<file path="src/rtl/controle_estoque.sv">
// Cork magazine stock control for a bottle-sealing line: stock count, refill
// handshake FSM with overdue alarm, and bottle/dozen counters.
module controle_estoque #(
  parameter int CAPACIDADE = 20,
  parameter int LIMIAR     = 5,
  parameter int TIMEOUT    = 1000
) (
  input  logic       clk,
  input  logic       Reset,
  input  logic       Dec_Rolha,
  input  logic       Inc_Duzia,
  input  logic       Ack_Reposicao,
  output logic       Rolha_Disponivel,
  output logic [5:0] Estoque,
  output logic       Req_Reposicao,
  output logic       Alarme_Reposicao,
  output logic [3:0] Garrafas,
  output logic [6:0] Duzias,
  output logic       Pulso_Duzia,
  output logic       Erro_Subfluxo
);

  typedef enum logic [1:0] {
    NORMAL   = 2'd0,
    SOLICITA = 2'd1,
    CARGA    = 2'd2
  } estado_t;

  localparam logic [5:0]  CAP     = 6'(CAPACIDADE);
  localparam logic [5:0]  LIM     = 6'(LIMIAR);
  localparam logic [15:0] TO_LAST = 16'(TIMEOUT - 1);

  estado_t     estado_q, estado_d;
  logic [5:0]  estoque_q, estoque_d;
  logic [15:0] timer_q, timer_d;
  logic        alarme_q, alarme_d;
  logic        erro_q, erro_d;
  logic [3:0]  garrafas_q, garrafas_d;
  logic [6:0]  duzias_q, duzias_d;
  logic        pulso_q, pulso_d;
  logic        dec_prev_q, inc_prev_q, ack_prev_q;
  logic        dec_edge, inc_edge, ack_edge;

  assign dec_edge = Dec_Rolha & ~dec_prev_q;
  assign inc_edge = Inc_Duzia & ~inc_prev_q;
  assign ack_edge = Ack_Reposicao & ~ack_prev_q;

  always_comb begin
    // NOTE: every variable gets a default first so no path leaves it unassigned
    // (which would infer a latch).
    estado_d  = estado_q;
    estoque_d = estoque_q;
    timer_d   = timer_q;
    alarme_d  = alarme_q;
    erro_d    = erro_q;

    if (dec_edge) begin
      if (estoque_q != '0) estoque_d = estoque_q - 6'd1;
      else                 erro_d    = 1'b1;
    end

    case (estado_q)
      NORMAL: begin
        timer_d = '0;
        if (estoque_q <= LIM) estado_d = SOLICITA;
      end
      SOLICITA: begin
        if (ack_edge) begin
          // The load absorbs a simultaneous consumption, so it can never underflow.
          estoque_d = dec_edge ? CAP - 6'd1 : CAP;
          erro_d    = erro_q;
          timer_d   = '0;
          alarme_d  = 1'b0;
          estado_d  = CARGA;
        end else if (timer_q == TO_LAST) begin
          alarme_d = 1'b1;
        end else begin
          timer_d = timer_q + 16'd1;
        end
      end
      CARGA: begin
        if (!Ack_Reposicao) estado_d = NORMAL;
      end
      default: estado_d = NORMAL;
    endcase
  end

  always_comb begin
    garrafas_d = garrafas_q;
    duzias_d   = duzias_q;
    pulso_d    = 1'b0;
    if (inc_edge) begin
      if (garrafas_q == 4'd11) begin
        garrafas_d = '0;
        duzias_d   = (duzias_q == 7'd99) ? 7'd0 : duzias_q + 7'd1;
        pulso_d    = 1'b1;
      end else begin
        garrafas_d = garrafas_q + 4'd1;
      end
    end
  end

  // NOTE: sequential state uses non-blocking assignments so every register
  // samples the pre-edge values, independent of statement order.
  always_ff @(posedge clk) begin
    if (!Reset) begin
      estado_q   <= NORMAL;
      estoque_q  <= CAP;
      timer_q    <= '0;
      alarme_q   <= 1'b0;
      erro_q     <= 1'b0;
      garrafas_q <= '0;
      duzias_q   <= '0;
      pulso_q    <= 1'b0;
      dec_prev_q <= 1'b0;
      inc_prev_q <= 1'b0;
      ack_prev_q <= 1'b0;
    end else begin
      estado_q   <= estado_d;
      estoque_q  <= estoque_d;
      timer_q    <= timer_d;
      alarme_q   <= alarme_d;
      erro_q     <= erro_d;
      garrafas_q <= garrafas_d;
      duzias_q   <= duzias_d;
      pulso_q    <= pulso_d;
      dec_prev_q <= Dec_Rolha;
      inc_prev_q <= Inc_Duzia;
      ack_prev_q <= Ack_Reposicao;
    end
  end

  assign Rolha_Disponivel = (estoque_q != '0);
  assign Estoque          = estoque_q;
  assign Req_Reposicao    = (estado_q == SOLICITA);
  assign Alarme_Reposicao = alarme_q;
  assign Garrafas         = garrafas_q;
  assign Duzias           = duzias_q;
  assign Pulso_Duzia      = pulso_q;
  assign Erro_Subfluxo    = erro_q;

endmodule

</file>
<file path="config.mk">
export PLATFORM = sky130hd
export DESIGN_NAME = controle_estoque
export DESIGN_NICKNAME = d
export VERILOG_FILES = /design/src/rtl/controle_estoque.sv
export SDC_FILE = /design/constraint.sdc
export NUM_CORES = 1
export LEC_CHECK = 0
export BUFFER_PORTS_ARGS = -buffer_cell sky130_fd_sc_hd__buf_4
export CAP_MARGIN = 20
export CORE_MARGIN = 2
export CORE_UTILIZATION = 46
export CTS_CLUSTER_SIZE = 40
export DETAILED_ROUTE_END_ITERATION = 6
export GPL_TIMING_DRIVEN = 0
export PLACE_DENSITY = 0.64
export SKIP_LAST_GASP = 1
export SLEW_MARGIN = 20
export SYNTH_ARGS = -nofsm -noshare
export SYNTH_HDL_FRONTEND = slang
export SYNTH_SLANG_ARGS = --single-unit
</file>
<file path="constraint.sdc">
create_clock -name clk -period 3.38 [get_ports clk]
set_clock_uncertainty 0.1 [all_clocks]
set_input_delay 0.338 -clock clk [delete_from_list [all_inputs] [get_ports clk]]
set_output_delay 0.338 -clock clk [all_outputs]
set_load 0.1 [all_outputs]
</file>
==> PnR_summary.wiki <==
{| class="wikitable"
! Metric !! Value
|-
| Syn Inst Count || ~240
|-
| Average cell area after synthesis || 8.49 µm²
|-
| IO Port Bufs || 26
|-
| Total leakage power || 0.857 nW
|-
| Final setup vio count || 0
|-
| Number of distinct library cells after synthesis || 47
|-
| Post-synth top area share || 39.8%
|-
| Reg-to-reg critical path startpoint || timer_q[1]$_SDFFE_PN0P_
|-
| Worst-margin pin slew || 0.844 ns
|-
| Initial antenna violation count || 0
|-
| Clock transition time at the flip-flop clock pins of the worst setup and hold paths || ~0.080 ns
|-
| Bufs on Longest Clock Path || 2
|-
| Antenna Violating Nets Remaining || 0
|-
| Total power density per cell area || 405 nW/µm²
|-
| Count of final hold-check violations || 0
|-
| I/O pin cnt || 27
|-
| Site row count || 24
|-
| Max-slew headroom at the worst pin || 42.9%
|-
| Max IR drop VDD || 259 µV
|-
| Post-detail-place hpwl || 3310 µm
|-
| Effective utilization at floorplan || 47.7%
|-
| Element type at the critical path start || flip-flop
|-
| Shortest clock period the worst path allows after layout || between 2 and 2.5 ns
|-
| Maximum net fanout on the critical path || 5
|-
| Max-slew violation total from the final report || 0
|-
| CTS H-tree depth || 2
|-
| Sort of element at the end of the critical path || flip-flop
|-
| Routed vias || 1829
|-
| Number of nets in the synthesized netlist || between 200 and 300
|-
| Drt first pass iters || 4
|-
| Y dimension of the die || slightly above 70 µm
|-
| Cell with the most instances after synthesis || sky130_fd_sc_hd__dfxtp_1
|-
| Hold/Removal Path Class || in -> reg
|-
| Cell with the largest stage delay on the worst path || sky130_fd_sc_hd__nor4_1
|-
| Number of maximum-capacitance violations || 0
|-
| Vias in the first global route || 1686
|-
| Area growth from synthesis to layout || 17.5%
|-
| Leading cell types by total area after synthesis || sky130_fd_sc_hd__dfxtp_1 40%, sky130_fd_sc_hd__xnor2_1 5.5%, sky130_fd_sc_hd__nor2_1 4.5%
|-
| Mapped cell area || 2060 µm²
|-
| Number of nets in the finished design || ~290
|-
| Maximum number of pins on one net before global-route repair || 13
|-
| Insertion delay of the later-clocked pin in the worst-skew pair || 0.29 ns
|-
| Root buffer cell || sky130_fd_sc_hd__clkbuf_8
|-
| Total global routing track utilization || 19.3%
|-
| Area leader, netlist || sky130_fd_sc_hd__dfxtp_1
|-
| Floorplan die area || 5040 µm²
|-
| First-pass GRT wire length || 7910 µm
|-
| EDFF count, synth || 0
|-
| Commonest register cell after synthesis || sky130_fd_sc_hd__dfxtp_1
|-
| Number of buffers inserted for hold repair after clock tree synthesis || 0
|-
| Number of synthesized register bits || between 40 and 50
|-
| Share of layout cells above drive strength 1 || 15.9%
|-
| Worst Setup SP || timer_q[1]$_SDFFE_PN0P_
|-
| Setup TNS || 0 ns
|-
| Die Span X || 71.0 µm
|-
| Seq/Total Area, Yosys || 39.8%
|-
| Syn. warnings || 0
|-
| Final Routed Wirelength || roughly 4400 µm
|-
| Asr flop ratio synth || 0%
|-
| Signal arrival time at the worst endpoint || about 2.1 ns
|-
| Startpoint of the lowest-slack hold path || Dec_Rolha
|-
| Fill cell total of the finished layout || 438
|-
| Commonest cells in the synthesized netlist || 41 x sky130_fd_sc_hd__dfxtp_1, 25 x sky130_fd_sc_hd__nor2_1, 16 x sky130_fd_sc_hd__nand3_1, 15 x sky130_fd_sc_hd__nand2_1, 14 x sky130_fd_sc_hd__a21oi_1
|-
| Per-cell routed wire length || around 14 µm
|-
| Area used by sequential logic in the layout || 821 µm²
|-
| Post-CTS setup-driven buffer insertion count || 0
|-
| Number of vias per cell || approximately 5.6
|-
| Setup repair after global routing missed its margin || no
|-
| Largest stage delay on the critical path || 0.63 ns
|-
| Finished Core Util || between 50% and 60%
|-
| CTS tree || built
|-
| Req. time, crit path || 3.45 ns
|-
| Footprint of the multi-input gates || 1170 µm²
|-
| Final period util || 60.2%
|-
| Clk sink count || 41
|-
| Area of the core region || roughly 4300 µm²
|-
| Total of cells resized after clock tree synthesis || 0
|-
| Timing-limited maximum frequency || about 0.49 GHz
|-
| Crit path cell chain || ha_1 -> nand3_1 -> nor4_1 -> a311o_1 -> o211ai_1
|-
| Global placer's final weighted congestion || 0.800
|-
| Number of violations reported at the end of detailed-routing iteration 0 || a little under 80
|-
| Status || complete, no violations
|-
| Total congestion overflow || 0
|-
| Worst Setup Path Type || reg -> reg
|-
| DRC errors left || 0
|-
| Ant. Diodes || 0
|-
| Clock buffers created by TritonCTS || 5
|}
[path summary, 6_finish.rpt]
kind              cells after the start  slack [ns]                          to
setup reg to reg                      5        1.35    timer_q[14]$_SDFFE_PN0P_
hold / removal                        2        0.16       dec_prev_q$_SDFF_PN0_
setup / recovery                      5        1.35    timer_q[14]$_SDFFE_PN0P_
hold reg to reg                       2        0.38  Erro_Subfluxo$_SDFFE_PN0P_
[cells in the final DEF, fill, tap and decap left out, types with 2 or more instances in the layout]
cell type and count:
sky130_fd_sc_hd__nand2b_1 6, sky130_fd_sc_hd__inv_1 9, sky130_fd_sc_hd__nand3_1 16, sky130_fd_sc_hd__nand2_1 15, sky130_fd_sc_hd__nand4_1 6, sky130_fd_sc_hd__mux2i_1 6
sky130_fd_sc_hd__o211ai_1 4, sky130_fd_sc_hd__nor2_1 25, sky130_fd_sc_hd__clkbuf_8 7, sky130_fd_sc_hd__xnor2_1 13, sky130_fd_sc_hd__buf_2 2, sky130_fd_sc_hd__nor3b_1 2
sky130_fd_sc_hd__and2_1 4, sky130_fd_sc_hd__a21oi_1 14, sky130_fd_sc_hd__and3_1 2, sky130_fd_sc_hd__nor2b_1 5, sky130_fd_sc_hd__nor4_1 7, sky130_fd_sc_hd__ha_1 5
sky130_fd_sc_hd__nor3_1 10, sky130_fd_sc_hd__clkbuf_1 4, sky130_fd_sc_hd__dfxtp_1 41, sky130_fd_sc_hd__buf_4 26, sky130_fd_sc_hd__o21ai_0 10, sky130_fd_sc_hd__nand3b_1 6
sky130_fd_sc_hd__or3_1 4, sky130_fd_sc_hd__or4_1 4
[layer usage]
layer,global-route usage [%],share of wire [%],vias to the layer above
li1,-,-,945
met1,27.0,51,847
met2,29.8,44,30
met3,4.99,3.8,7
met4,5.03,1.1,0
met5,0,0,-
[critical path, delay by kind of cell, from the launching register on]
kind	cells	cell delay, ns
and+or+nand+nor	2	0.82
DFF	1	0.42
AOI/OAI and AO/OA	2	0.34
adders and majority gates	1	0.25
[layout make-up]
type                       instances  area share (%)
multi-input combinational        185            48.2
sequential                        41            33.8
timing repair buffer              26            8.05
clock buffer                       7            3.97
tap                               52            2.68
buffer                             8            1.65
inverter                           9            1.39
clock inverter                     1           0.206
[stage by stage]
stage	hold WS [ns]	instances	power [mW]	area, µm²	setup slack [ns]
after floorplan	0.354	243	0.615	2060	0.706
after global placement	0.362	321	0.644	2320	1.38
after detailed placement	0.374	321	0.645	2320	1.36
after CTS	0.160	329	0.995	2420	1.37
after global routing	0.171	329	1.03	2420	1.19
final	0.164	329	0.981	2420	1.35
[state kept, by name, indices dropped and copies added (netlist names), 2 cells and up]
register,flops
estado_q,2
Estoque,6
timer_q,16
Duzias,7
Garrafas,4
[power by group]
group	switching, mW	internal [mW]
combinational	0.0954	0.0342
clock	0.163	0.185
sequential	0.0110	0.493
total	0.270	0.711
[cell families (layout without fill, tap and decap cells)]
logic type | Yosys count | after routing | share of synthesized area [%]
and+or+nand+nor | 118 | 118 | 31.5
muxes | 6 | 6 | 2.91
AOI/OAI and AO/OA | 42 | 42 | 13.2
buffers and inverters | 17 | 51 | 3.58
adders and majority gates | 5 | 5 | 3.03
DFF | 41 | 41 | 39.8
xor gates and xnor gates | 14 | 14 | 5.94
Note: power is estimated with default switching activity, not from simulation.
